`src/rtl/hazard_pkg.sv`:
```
// Shared constants and types for the pipeline hazard unit.
// Latency: none (declarations only).
// Backpressure: not applicable.
package hazard_pkg;

  // Forward-select code for "take the operand from the register file".
  localparam int FW_RF = 0;

  // Tuse value meaning the operand is not read by the instruction.
  localparam logic [1:0] TUSE_NONE = 2'd3;

  // Multiply/divide unit occupancy states.
  typedef enum logic {
    IDLE = 1'b0,
    BUSY = 1'b1
  } mdu_state_e;

  // Forward-select code for producer stage i (0 = E, 1 = M, ...).
  function automatic int fw_stg(input int i);
    return i + 1;
  endfunction

endpackage

```
`src/rtl/hazard_unit_n_mdu_busy_ctr.sv`:
```
// Multi-cycle MDU occupancy tracker: IDLE/BUSY FSM with a 4-bit down-counter.
// Latency: busy rises one cycle after an accepted start, stays high for MUL_LAT or DIV_LAT cycles.
// Backpressure: a start while BUSY is ignored; cancel suppresses a start only, never aborts a running op.
module mdu_busy_ctr
  import hazard_pkg::*;
#(
  parameter int MUL_LAT = 5,
  parameter int DIV_LAT = 10
) (
  input  logic clk,
  input  logic reset,
  input  logic start,
  input  logic div,
  input  logic cancel,
  output logic busy
);

  localparam logic [3:0] C_MUL_LOAD = 4'(MUL_LAT - 1);
  localparam logic [3:0] C_DIV_LOAD = 4'(DIV_LAT - 1);

  mdu_state_e r_state;
  mdu_state_e w_state_nxt;
  logic [3:0] r_cnt;
  logic [3:0] w_cnt_nxt;

  // State and counter registers; reset may land mid-operation and returns to IDLE.
  always_ff @(posedge clk) begin
    if (reset) begin
      r_state <= IDLE;
      r_cnt   <= 4'd0;
    end else begin
      r_state <= w_state_nxt;
      r_cnt   <= w_cnt_nxt;
    end
  end

  // Next-state: load latency on an uncancelled start, count down while busy.
  always_comb begin
    w_state_nxt = r_state;
    w_cnt_nxt   = r_cnt;
    case (r_state)
      IDLE: begin
        if (start && !cancel) begin
          w_state_nxt = BUSY;
          w_cnt_nxt   = div ? C_DIV_LOAD : C_MUL_LOAD;
        end
      end
      BUSY: begin
        if (r_cnt == 4'd0) begin
          w_state_nxt = IDLE;
        end else begin
          w_cnt_nxt = r_cnt - 4'd1;
        end
      end
      default: begin
        w_state_nxt = IDLE;
        w_cnt_nxt   = 4'd0;
      end
    endcase
  end

  assign busy = (r_state == BUSY);

endmodule

```
`src/rtl/hazard_unit_n.sv`:
```
// Hazard/bypass controller for an N-producer MIPS pipeline (optional perf counters: HAZARD_PERF_EN).
// Latency: forward selects, stalls and flushes are combinational; mdu_busy rises one cycle after start.
// Backpressure: stall_pc/stall_f_d hold the front end on data or MDU hazards; exception/ERET override stalls.
module hazard_unit_n
  import hazard_pkg::*;
#(
  parameter int NSTG    = 3,
  parameter int MUL_LAT = 5,
  parameter int DIV_LAT = 10,
  parameter int FSW     = $clog2(NSTG + 1)
) (
  input  logic              clk,
  input  logic              reset,
  input  logic [4:0]        rs_d,
  input  logic [4:0]        rt_d,
  input  logic [1:0]        tuse_rs_d,
  input  logic [1:0]        tuse_rt_d,
  input  logic [4:0]        rs_e,
  input  logic [4:0]        rt_e,
  input  logic [5*NSTG-1:0] prod_addr,
  input  logic [NSTG-1:0]   prod_we,
  input  logic [2*NSTG-1:0] prod_tnew,
  input  logic              mdu_start_e,
  input  logic              mdu_div_e,
  input  logic              mdu_use_d,
  input  logic              likely_d,
  input  logic              branch_taken_d,
  input  logic              exc_m,
  input  logic              eret_m,
  output logic [FSW-1:0]    fwd_rs_d,
  output logic [FSW-1:0]    fwd_rt_d,
  output logic [FSW-1:0]    fwd_rs_e,
  output logic [FSW-1:0]    fwd_rt_e,
  output logic              stall_pc,
  output logic              stall_f_d,
  output logic              flush_f_d,
  output logic              flush_d_e,
  output logic              flush_e_m,
  output logic              flush_m_w,
  output logic              pc_exc,
  output logic              pc_eret,
  output logic              mdu_busy
`ifdef HAZARD_PERF_EN
  ,
  output logic [31:0]       perf_data_stall,
  output logic [31:0]       perf_mdu_stall,
  output logic [31:0]       perf_flush
`endif
);

  // Nearest producer at index >= 1 wins; E (index 0) has no result to bypass yet.
  function automatic logic [FSW-1:0] fwd_sel(
    input logic [4:0]        src,
    input logic [5*NSTG-1:0] addr,
    input logic [NSTG-1:0]   we
  );
    logic [FSW-1:0] sel;
    sel = FSW'(FW_RF);
    for (int i = NSTG - 1; i >= 1; i--) begin
      if (we[i] && (addr[5*i +: 5] == src) && (src != 5'd0)) begin
        sel = FSW'(fw_stg(i));
      end
    end
    return sel;
  endfunction

  // Only the nearest matching producer decides; its Tnew is compared to the consumer's Tuse.
  function automatic logic src_stall(
    input logic [4:0]        src,
    input logic [1:0]        tuse,
    input logic [5*NSTG-1:0] addr,
    input logic [NSTG-1:0]   we,
    input logic [2*NSTG-1:0] tnew
  );
    logic       hit;
    logic [1:0] t;
    hit = 1'b0;
    t   = 2'd0;
    for (int j = NSTG - 1; j >= 0; j--) begin
      if (we[j] && (addr[5*j +: 5] == src)) begin
        hit = 1'b1;
        t   = tnew[2*j +: 2];
      end
    end
    return hit && (src != 5'd0) && (tuse != TUSE_NONE) && (t > tuse);
  endfunction

  logic w_data_stall;
  logic w_mdu_stall;
  logic w_stall;
  logic w_mdu_busy;
  logic w_cancel;

  // Forward selects for the four consumers.
  always_comb begin
    fwd_rs_d = fwd_sel(rs_d, prod_addr, prod_we);
    fwd_rt_d = fwd_sel(rt_d, prod_addr, prod_we);
    fwd_rs_e = fwd_sel(rs_e, prod_addr, prod_we);
    fwd_rt_e = fwd_sel(rt_e, prod_addr, prod_we);
  end

  // Tuse/Tnew data-hazard arbitration for both D-stage sources.
  always_comb begin
    w_data_stall = src_stall(rs_d, tuse_rs_d, prod_addr, prod_we, prod_tnew) ||
                   src_stall(rt_d, tuse_rt_d, prod_addr, prod_we, prod_tnew);
  end

  // An exception or ERET in M kills the op in E, so it must not occupy the MDU.
  assign w_cancel = exc_m || eret_m;

  mdu_busy_ctr #(
    .MUL_LAT (MUL_LAT),
    .DIV_LAT (DIV_LAT)
  ) u_mdu (
    .clk    (clk),
    .reset  (reset),
    .start  (mdu_start_e),
    .div    (mdu_div_e),
    .cancel (w_cancel),
    .busy   (w_mdu_busy)
  );

  assign mdu_busy    = w_mdu_busy;
  assign w_mdu_stall = mdu_use_d && (w_mdu_busy || mdu_start_e);
  assign w_stall     = w_data_stall || w_mdu_stall;

  // Exception beats ERET; both beat stalls so the redirect is never held off.
  assign stall_pc  = w_stall && !exc_m && !eret_m;
  assign stall_f_d = w_stall && !exc_m && !eret_m;
  assign flush_d_e = w_stall || exc_m || eret_m;
  assign flush_f_d = exc_m || eret_m || (likely_d && !branch_taken_d && !w_stall);
  assign flush_e_m = exc_m;
  assign flush_m_w = exc_m;
  assign pc_exc    = exc_m;
  assign pc_eret   = eret_m && !exc_m;

`ifdef HAZARD_PERF_EN
  logic [31:0] r_perf_data_stall;
  logic [31:0] r_perf_mdu_stall;
  logic [31:0] r_perf_flush;

  // Saturating event counters: hold at all-ones rather than wrap.
  always_ff @(posedge clk) begin
    if (reset) begin
      r_perf_data_stall <= 32'd0;
      r_perf_mdu_stall  <= 32'd0;
      r_perf_flush      <= 32'd0;
    end else begin
      if (w_data_stall && (r_perf_data_stall != 32'hFFFF_FFFF)) begin
        r_perf_data_stall <= r_perf_data_stall + 32'd1;
      end
      if (w_mdu_stall && (r_perf_mdu_stall != 32'hFFFF_FFFF)) begin
        r_perf_mdu_stall <= r_perf_mdu_stall + 32'd1;
      end
      if (flush_f_d && (r_perf_flush != 32'hFFFF_FFFF)) begin
        r_perf_flush <= r_perf_flush + 32'd1;
      end
    end
  end

  assign perf_data_stall = r_perf_data_stall;
  assign perf_mdu_stall  = r_perf_mdu_stall;
  assign perf_flush      = r_perf_flush;
`endif

endmodule
```
`config.mk`:
```
export PLATFORM = sky130hd
export DESIGN_NAME = hazard_unit_n
export DESIGN_NICKNAME = d
export VERILOG_FILES = /design/src/rtl/hazard_pkg.sv /design/src/rtl/hazard_unit_n_mdu_busy_ctr.sv /design/src/rtl/hazard_unit_n.sv
export SDC_FILE = /design/constraint.sdc
export NUM_CORES = 1
export LEC_CHECK = 0
export BUFFER_PORTS_ARGS = -buffer_cell sky130_fd_sc_hd__buf_2
export CAP_MARGIN = 20
export CORE_ASPECT_RATIO = 2
export CORE_UTILIZATION = 33
export DETAILED_ROUTE_END_ITERATION = 8
export PLACE_DENSITY = 0.65
export SLEW_MARGIN = 40
export SYNTH_ARGS = -nofsm -noshare
export SYNTH_HDL_FRONTEND = slang
export SYNTH_SLANG_ARGS = --single-unit
```
`constraint.sdc`:
```
create_clock -name clk -period 2.7 [get_ports clk]
set_input_delay 0.27 -clock clk [delete_from_list [all_inputs] [get_ports clk]]
set_output_delay 0.27 -clock clk [all_outputs]
set_load 0.005 [all_outputs]
```
==> results of run 1 <==
==> metal layers <==
metal | GRT usage, % | up-vias
li1 | - | 818
met1 | 18.0 | 733
met2 | 43.8 | 64
met3 | 3.18 | 6
met4 | 8.57 | 0
met5 | 0 | -
==> sequential cells by signal (all words and copies together) (netlist names) <==
name	cells
u_mdu.r_cnt	4
u_mdu.busy	1
==> metrics by stage <==
stage / hold WS, ps / area, um2 / total power (W) / setup slack (ps) / TNS [ps]
6_report: 273 / 2080 / 0.000474 / -248 / -635
4_1_cts: 275 / 1990 / 0.000465 / -175 / -443
2_1_floorplan: 339 / 1320 / 0.000193 / 85.3 / 0
3_5_place_dp: 488 / 1910 / 0.000321 / -249 / -669
5_1_grt: 309 / 2080 / 0.000506 / -423 / -1350
3_3_place_gp: 480 / 1910 / 0.000317 / -186 / -364
==> cell families after synthesis <==
kind of cell / synth area share, %
and+or+nand+nor: 31.6
xor gates and xnor gates: 33.1
AOI/OAI and AO/OA: 16.4
buffers and inverters: 4.83
adders and majority gates: 5.68
DFF: 7.58
muxes: 0.758
==> Yosys cell counts, types with 2 or more instances <==
master	instances	area, um2
o21ai_0	2	10.0
dfxtp_1	5	100
ha_1	6	75.1
inv_1	8	30.0
nor4_2	2	25.0
xor2_1	32	280
nand2_1	7	26.3
or2_1	2	12.5
nor2_1	15	56.3
nand2b_1	2	12.5
xnor2_1	18	158
nor4_1	9	56.3
a21oi_1	5	25.0
o31ai_1	2	15.0
nand3_1	6	30.0
and3_4	3	33.8
or4_1	4	30.0
and3_2	3	22.5
nor2b_1	7	43.8
nand4_1	4	25.0
buf_4	4	30.0
o21ai_1	5	25.0
==> area by class of cell <==
class / instances / area [um2] / share of cell area [%]
Multi-Input combinational cell: 154 / 1210 / 58.0
Sequential cell: 5 / 100 / 4.80
Clock buffer: 4 / 45.0 / 2.16
Timing Repair Buffer: 104 / 637 / 30.6
Inverter: 8 / 30.0 / 1.44
Tap cell: 51 / 63.8 / 3.06
==> path summary, 6_finish.rpt <==
path	start	to	slack, ps
setup / recovery	rs_d[2]	flush_f_d	-250
hold / removal	reset	u_mdu.r_cnt[0]	270
setup reg to reg	u_mdu.r_cnt[0]	u_mdu.r_cnt[3]	1140
hold reg to reg	u_mdu.r_cnt[3]	u_mdu.r_cnt[3]	500
==> timing repair <==
item / 4_1_cts / 5_1_grt
buffers inserted: 2 / 3
resized for setup: 7 / 16
setup endpoints to repair: 4 / 4
cloned: 0 / 0
pin swaps: 3 / 6
==> worst max-delay path, stage by stage <==
cell,delay (ps)
buf_8,100
xor2_2,170
nor4_2,320
buf_4,160
buf_4,90
and3_4,170
and2_1,140
o31ai_2,70
ha_1,280
a22oi_2,160
o21ai_2,80
o21ai_2,170
o41ai_4,110
a311o_1,270
buf_2,120
==> power by group through the flow <==
stage | clock network, W | logic [W] | registers, W
after detailed placement | 0 | 0.000239 | 0.0000815
after floorplan | 0 | 0.000113 | 0.0000800
after CTS | 0.000139 | 0.000246 | 0.0000804
after global placement | 0 | 0.000236 | 0.0000814
final | 0.000135 | 0.000259 | 0.0000804
after global routing | 0.000140 | 0.000285 | 0.0000810
==> flow_metrics.tcl, run 1 <==
set metrics [dict create \
    run_status "finished, violations left" \
    failing_checks "negative setup slack" \
    sequential_share_of_the_synthesized_area_pct 7.58 \
    max-vdd-ir-drop_v 0.000179 \
    setup_violations 4 \
    worstHoldPathType "in2reg" \
    maxSlewViolCount 0 \
    final_cell_mix "68 x buf_2, 30 x xor2_1, 30 x buf_4" \
    syn_nets 235 \
    grt_pass1_vias 1697 \
    drt-initial-drc-count 18 \
    remaining_drc_errors 0 \
    htreeDepth 1 \
    number_of_maximum_capacitance_constraint_violations 0 \
    ctsLongestPathBuffers 2 \
    timing.reg2reg.worst_path_depth 7 \
    timing.final.ws_setup_ps -248 \
    clkPwrFrac_pct 28.4 \
    wirelength_met1_mm 1.39 \
    clk_pin_slew_worst_paths_ps 30 \
    antenna_cells 0 \
    grt_first_pass_wirelength_mm 6.84 \
    gr-total-overflow 0 \
    routed_wire_length_mm 4.38 \
    syn_to_final_growth_pct 57.8 \
    cp_data_required_time_ps 2430 \
    sw_frac_of_total_pct 34.1 \
    crit_end_category "output pin" \
    startpoint_type_of_the_worst_setup_path "primary input" \
    cts_hold_buffers 0 \
    yosysWarningCount 0 \
    layout.cells.most_common "buf_2" \
    drt_pre_antenna_iters 4 \
    boundaryPins 74 \
    root_buffer "clkbuf_8" \
    clkLatencyLatePin_ps 220 \
    via_count 1621 \
    layout_worst_path_cycle_share_pct 109 \
    dp_cells 317 \
    number_of_flops_mapped_to_enable_cells_by_yosys 0 \
    worstMarginPinSlew_ps 601 \
    post_synth_instance_area_um2 1320 \
    post_route_insts_no_fill 326 \
    synth-async-reset-ratio_pct 0 \
    core_area_um2 3840 \
    cts_num_sinks 5 \
    critical_path_class "in2out" \
    cell_internal_pwr_w 0.000313 \
    power.leakage_nw 1.00 \
    power_density_nw_per_um2 227 \
    synth.avg_cell_area_um2 7.68 \
    met2_length_mm 2.62 \
    ys_types 43 \
    p_sw_w 0.000161 \
    place.detailed.hpwl_mm 3.83 \
    postRouteAntennaNets 0 \
    routedWlPerCell_um 13.4 \
    fin_util_pct 54.2 \
    crit_fanout 3 \
    fp-row-count 32 \
    min_path_cells 2 \
    final-hold-violation-count 0 \
    num_cts_buffers 3 \
    die_height_um 91.5 \
    floorplan.initialDensity_pct 34.4 \
    fp.dieArea_um2 4280 \
    grt_max_degree 13 \
    rsz_0062_raised_after_global_routing "yes" \
    maxClockFrequency_mhz 339 \
    final_weighted_congestion_of_routability_driven_global_placement 0.850 \
    design.final.nets 339 \
    grt.total_usage_pct 21.6 \
    die_x_um 46.7 \
    synth_cells 172 \
    fillers 380 \
    synth.ff_latch_count 5 \
    maxUsedRoutingLayer "met4" \
    power.sequential.fraction_pct 17.0 \
    number_of_buffers_inserted_by_port_buffering 73 \
    antenna_found_initial 0 \
    detailroute.wirelength.met3_um 238 \
    cts_tree "yes" \
    timing.slew.headroom_pct 59.4 \
    final_clock_skew_ps 0.321 \
    arrival_ps 2680 \
    combPwrFrac_pct 54.6 \
    fin_crit_ps 2950 \
    ys.flop_type "dfxtp_1" \
    detail_route.vias_per_cell 4.97 \
    share_of_final_layout_standard_cells_stronger_than_drive_strength_1_pct 47.3 \
]
Note: power is estimated with default switching activity, not from simulation.
==> inputs of run 2 (changes only) <==
Settings changed: PLACE_DENSITY 0.65 to 0.64, SYNTH_HIERARCHICAL from default to 1.
==> run 2 against run 1 <==
The flow still finishes with violations (negative setup slack); sequential share of layout area down 0.20 points; clock skew is essentially flat; setup slack improved by 10 ps.
==> flow_metrics.tcl, run 2 <==
set metrics [dict create \
    run_status "finished, violations left" \
    failing_checks "negative setup slack" \
    rsz_0062_raised_after_global_routing "yes" \
    yosysWarningCount 6 \
    yosys.area.top_type "xor2_1" \
    syn_to_final_growth_pct 58.7 \
    antenna_found_initial 0 \
    drt_pre_antenna_iters 4 \
    final_cell_mix "68 x buf_2, 35 x buf_4, 30 x xor2_1" \
    fp-row-count 32 \
    total_power_w 0.000496 \
    largest_register_ffs 4 \
    post_synth_xor_area_fraction_pct 32.0 \
    ctsLongestPathBuffers 2 \
    num_cts_buffers 3 \
    final_clock_skew_ps 0.559 \
    setup_violations 4 \
    boundaryPins 74 \
    postPlaceCellArea_um2 2030 \
    netlist_top_cells_area "xor2_1 20%, xnor2_1 12%, dfxtp_1 7.3%" \
    arrival_ps 2670 \
    number_of_buffers_inserted_by_port_buffering 73 \
    worstHoldPathType "in2reg" \
    ys_types 50 \
    synth.ff_latch_count 5 \
    clk_pin_slew_worst_paths_ps 30 \
    core_area_um2 3920 \
    fin_area_um2 2170 \
    root_buffer "clkbuf_8" \
    power.leakage_nw 1.05 \
    cts_num_sinks 5 \
    final-hold-violation-count 0 \
    number_of_maximum_capacitance_constraint_violations 0 \
    timing.slew.headroom_pct 71.2 \
    synth_simple_gate_area_share_pct 32.3 \
    remaining_drc_errors 0 \
    pre_cts_slack_ps -293 \
    grt_max_degree 16 \
    gr-total-overflow 0 \
    power_density_nw_per_um2 228 \
    via_count 1716 \
    share_of_final_layout_standard_cells_stronger_than_drive_strength_1_pct 47.7 \
    crit_end_category "output pin" \
    die_height_um 93.1 \
    startpoint_type_of_the_worst_setup_path "primary input" \
    regMostFlops "u_mdu/r_cnt" \
    routedWlPerCell_um 14.3 \
    detail_route.vias_per_cell 5.14 \
    place.detailed.hpwl_mm 4.11 \
    ys_top_cells_by_count "32 x xor2_1, 18 x xnor2_1, 12 x nor2_1, 8 x inv_1, 8 x nor4_1" \
    maxSlewViolCount 0 \
    layout.cells.most_common "buf_2" \
    timing.final.ws_setup_ps -238 \
    post_synth_fa_ha_maj_area_fraction_pct 5.48 \
    cp_data_required_time_ps 2430 \
    fin_util_pct 55.4 \
    die_x_um 47.6 \
    synth_top_family_by_area "simple AND/OR/NAND/NOR gates" \
    layout_worst_path_cycle_share_pct 109 \
    postRouteAntennaNets 0 \
    min_path_cells 2 \
    sequential_share_of_the_synthesized_area_pct 7.31 \
    clkLatencyLatePin_ps 220 \
    drt-initial-drc-count 35 \
    grt.total_usage_pct 22.2 \
    grt_first_pass_wirelength_mm 7.07 \
    grt_pass1_vias 1729 \
    worstMarginPinSlew_ps 432 \
    post_synth_instance_area_um2 1370 \
    timing.reg2reg.worst_path_depth 5 \
    htreeDepth 1 \
    antenna_cells 0 \
    fin_crit_ps 2940 \
    fp.dieArea_um2 4430 \
    synth-compound-area-share_pct 16.0 \
    number_of_flops_mapped_to_enable_cells_by_yosys 0 \
    cts_tree "yes" \
    floorplan.initialDensity_pct 34.9 \
    maxClockFrequency_mhz 340 \
    synth-async-reset-ratio_pct 0 \
    max-vdd-ir-drop_v 0.000199 \
    fin_worst_hold_slack_ps 296 \
    final_weighted_congestion_of_routability_driven_global_placement 0.826 \
    synthMostInstantiatedCell "xor2_1" \
    synth.area.mux_share_pct 1.46 \
    synth.avg_cell_area_um2 7.83 \
    synth_cells 175 \
    design.final.nets 347 \
    routed_wire_length_mm 4.76 \
    yosysTopAreaCellShare_pct 20.5 \
    critical_path_class "in2out" \
    ys.flop_type "dfxtp_1" \
    crit_fanout 3 \
    syn_nets 238 \
]
[run 2: through the flow]
stage	cells	setup TNS [ps]
2_1_floorplan	175	0
3_3_place_gp	328	-564
3_5_place_dp	328	-890
4_1_cts	334	-946
5_1_grt	334	-1220
6_report	334	-625
[run 2: critical path: stages]
cell	delay, ps
buf_8	100
xor2_2	170
nor4_2	350
buf_4	170
and3_4	170
and2_2	160
o31ai_4	70
ha_1	280
a22oi_2	140
o21ai_1	80
o21bai_1	220
o41ai_4	140
a41o_1	230
buf_2	120
[run 2: kinds of logic after synthesis]
logic type | count (synthesis)
xor gates and xnor gates | 50
muxes | 2
AOI/OAI and AO/OA | 27
adders and majority gates | 6
and+or+nand+nor | 71
DFF | 5
buffers and inverters | 14
[run 2: area by class of cell]
type                            count  area (um2)
Clock buffer                        4        45.0
Fill cell                         428        1750
Inverter                            9        33.8
Multi-Input combinational cell    156        1250
Sequential cell                     5         100
Tap cell                           51        63.8
Timing Repair Buffer              109         683
[run 2: layer usage]
metal / global-route usage, % / routed length [um] / vias to the layer above
li1: - / - / 843
met1: 15.9 / 1440 / 790
met2: 47.0 / 2870 / 72
met3: 2.70 / 261 / 11
met4: 10.9 / 190 / 0
met5: 0 / 0 / -
[run 2: power breakdown]
group          internal (W)  leakage (nW)  switching (W)  total [W]
combinational      0.000145         0.990       0.000130   0.000275
clock              0.000101        0.0228      0.0000353   0.000137
sequential        0.0000786        0.0407     0.00000640  0.0000850
[run 2: worst paths after layout]
kind | end | start | slack, ps
setup / recovery | flush_f_d | prod_addr[5] | -240
hold / removal | u_mdu/r_cnt[1] | reset | 300
setup reg to reg | u_mdu/r_cnt[2] | u_mdu/r_cnt[0] | 1140
hold reg to reg | u_mdu/r_cnt[3] | u_mdu/r_cnt[3] | 510
[run 2: timing repair]
item	in CTS	in global routing
hold buffers	0	0
pin swaps	10	11
gates resized for setup	4	19
endpoints found under the setup margin	4	4
buffers inserted	2	0
==> inputs of run 3 (changes only) <==
Settings changed: CELL_PAD_IN_SITES_DETAIL_PLACEMENT from default to 0, CELL_PAD_IN_SITES_GLOBAL_PLACEMENT from default to 2, CORE_UTILIZATION 33 to 24, PLACE_DENSITY 0.64 to 0.84.
==> run 3 against run 2 <==
The run still ends with negative setup slack left; critical path type unchanged; global-route usage down 5.2 points; flip-flop and latch count stayed put; power up 4.7%; utilization decreased by 13 points; critical endpoint unchanged; clock power rose by 5%; combinational power grew 6%.
==> flow_metrics.tcl, run 3 (synthesis results as in run 2) <==
set metrics [dict create \
    layout_worst_path_cycle_share_pct 104 \
    fin_worst_hold_slack_ps 282 \
    floorplan.initialDensity_pct 25.1 \
    final_cell_mix "61 x buf_2, 47 x buf_4, 31 x xor2_1" \
    number_of_maximum_capacitance_constraint_violations 0 \
    final_weighted_congestion_of_routability_driven_global_placement 0.860 \
    final-hold-violation-count 0 \
    antenna_cells 0 \
    core_area_um2 5470 \
    drt_pre_antenna_iters 4 \
    die_x_um 55.4 \
    timing.final.ws_setup_ps -111 \
    maxSlewViolCount 0 \
    htreeDepth 1 \
    fp-row-count 38 \
    ctsLongestPathBuffers 2 \
    setup_violations 3 \
    cts_tree "yes" \
    design.final.nets 357 \
    cp_data_required_time_ps 2430 \
    startpoint_type_of_the_worst_setup_path "primary input" \
    use_met2_pct 37.2 \
    rsz_0062_raised_after_global_routing "yes" \
    routed_wire_length_mm 5.04 \
    grt_first_pass_wirelength_mm 7.96 \
    setup_total_negative_slack_ps -193 \
    largest_register_ffs 4 \
    grt_use_met3_pct 2.25 \
    cts_num_sinks 5 \
    detail_route.vias_per_cell 4.95 \
    run_status "finished, violations left" \
    boundaryPins 74 \
    share_of_final_layout_standard_cells_stronger_than_drive_strength_1_pct 50.9 \
    clkLatencyLatePin_ps 230 \
    crit_buf_inv 2 \
    r2r_start "u_mdu/r_cnt[0]" \
    via_count 1746 \
    path_delay_family "simple AND/OR/NAND/NOR gates" \
    worstHoldStart "reset" \
    fin_crit_ps 2810 \
    failing_checks "negative setup slack" \
    worstHoldPathType "in2reg" \
    routedWlPerCell_um 14.3 \
    final_clock_skew_ps 4.20 \
    grt_most_used_layer "met2" \
    place.detailed.hpwl_mm 4.31 \
    grt.total_usage_pct 17.0 \
    power_density_nw_per_um2 224 \
    antenna_found_initial 0 \
    power.leakage_nw 1.11 \
    die_height_um 109 \
    cpMaxStageDelayCell "nor4_2" \
    number_of_buffers_inserted_by_port_buffering 73 \
    postRouteAntennaNets 0 \
    fp.dieArea_um2 6030 \
    worstPathCellList "buf_6, xor2_2, nor4_2, nand3_1, and3_1, o31ai_2, ha_1, a22o_1, nor3_4, o31ai_4, a41o_1, buf_2" \
    maxClockFrequency_mhz 356 \
    arrival_ps 2540 \
    regMostFlops "u_mdu/r_cnt" \
    cts_hold_buffers 0 \
    root_buffer "clkbuf_8" \
    groute.layer.met1.usage_pct 13.6 \
    crit_path_max_incr_delay_ps 320 \
    crit_fanout 3 \
    gr-total-overflow 0 \
    grt_max_degree 16 \
    clk_pin_slew_worst_paths_ps 30 \
    critical_path_class "in2out" \
    worstMarginPinSlew_ps 444 \
    syn_to_final_growth_pct 69.4 \
    timing.slew.headroom_pct 70.4 \
    drt-initial-drc-count 41 \
    max-vdd-ir-drop_v 0.000414 \
    grt_pass1_vias 1779 \
    remaining_drc_errors 0 \
    crit_end_category "output pin" \
    layout.cells.most_common "buf_2" \
    pre_cts_slack_ps -384 \
    num_cts_buffers 3 \
    crit_path_start "rt_d[2]" \
]
==> run 3: area by class of cell <==
cell class              instances  area [um2]
well taps                      60        75.1
inverters                       9        33.8
multi-input cells             156        1280
flip-flops and latches          5         100
repair buffers                119         790
clock buffers                   4        45.0
fillers                       568        3150
==> run 3: layer usage <==
layer | share of wire (%) | vias to the layer above
met5 | 0 | -
met4 | 4.8 | 0
met3 | 5.6 | 17
met2 | 59 | 85
met1 | 31 | 780
li1 | - | 864
==> run 3: timing repair <==
item | 4_1_cts | 5_1_grt
setup endpoints to repair | 4 | 5
resized for setup | 28 | 13
pin swaps | 17 | 9
buffers inserted | 11 | 0
gates cloned | 0 | 0
==> run 3: power breakdown <==
part           switching (W)  total [W]  leakage (nW)  internal (W)
combinational       0.000134   0.000291          1.05      0.000157
sequential        0.00000620  0.0000847        0.0407     0.0000785
clock              0.0000422   0.000144        0.0228      0.000102
total               0.000183   0.000520          1.11      0.000337
==> run 3: through the flow <==
step	cell area (um2)	util, %	power [W]	std cells
2_1_floorplan	1370	-	0.000208	175
5_1_grt	2320	42.4	0.000551	353
3_3_place_gp	2050	37.6	0.000345	341
4_1_cts	2290	41.9	0.000515	356
6_report	2320	42.4	0.000520	353
3_5_place_dp	2050	37.6	0.000348	341
==> run 3: path summary, 6_finish.rpt <==
kind / endpoint / cells after the start / slack, ps
worst max-delay path: flush_f_d / 12 / -110
worst min-delay path: u_mdu/r_cnt[1] / 2 / 280
worst max register to register: u_mdu/r_cnt[0] / 5 / 1210
worst min register to register: u_mdu/r_cnt[3] / 2 / 510
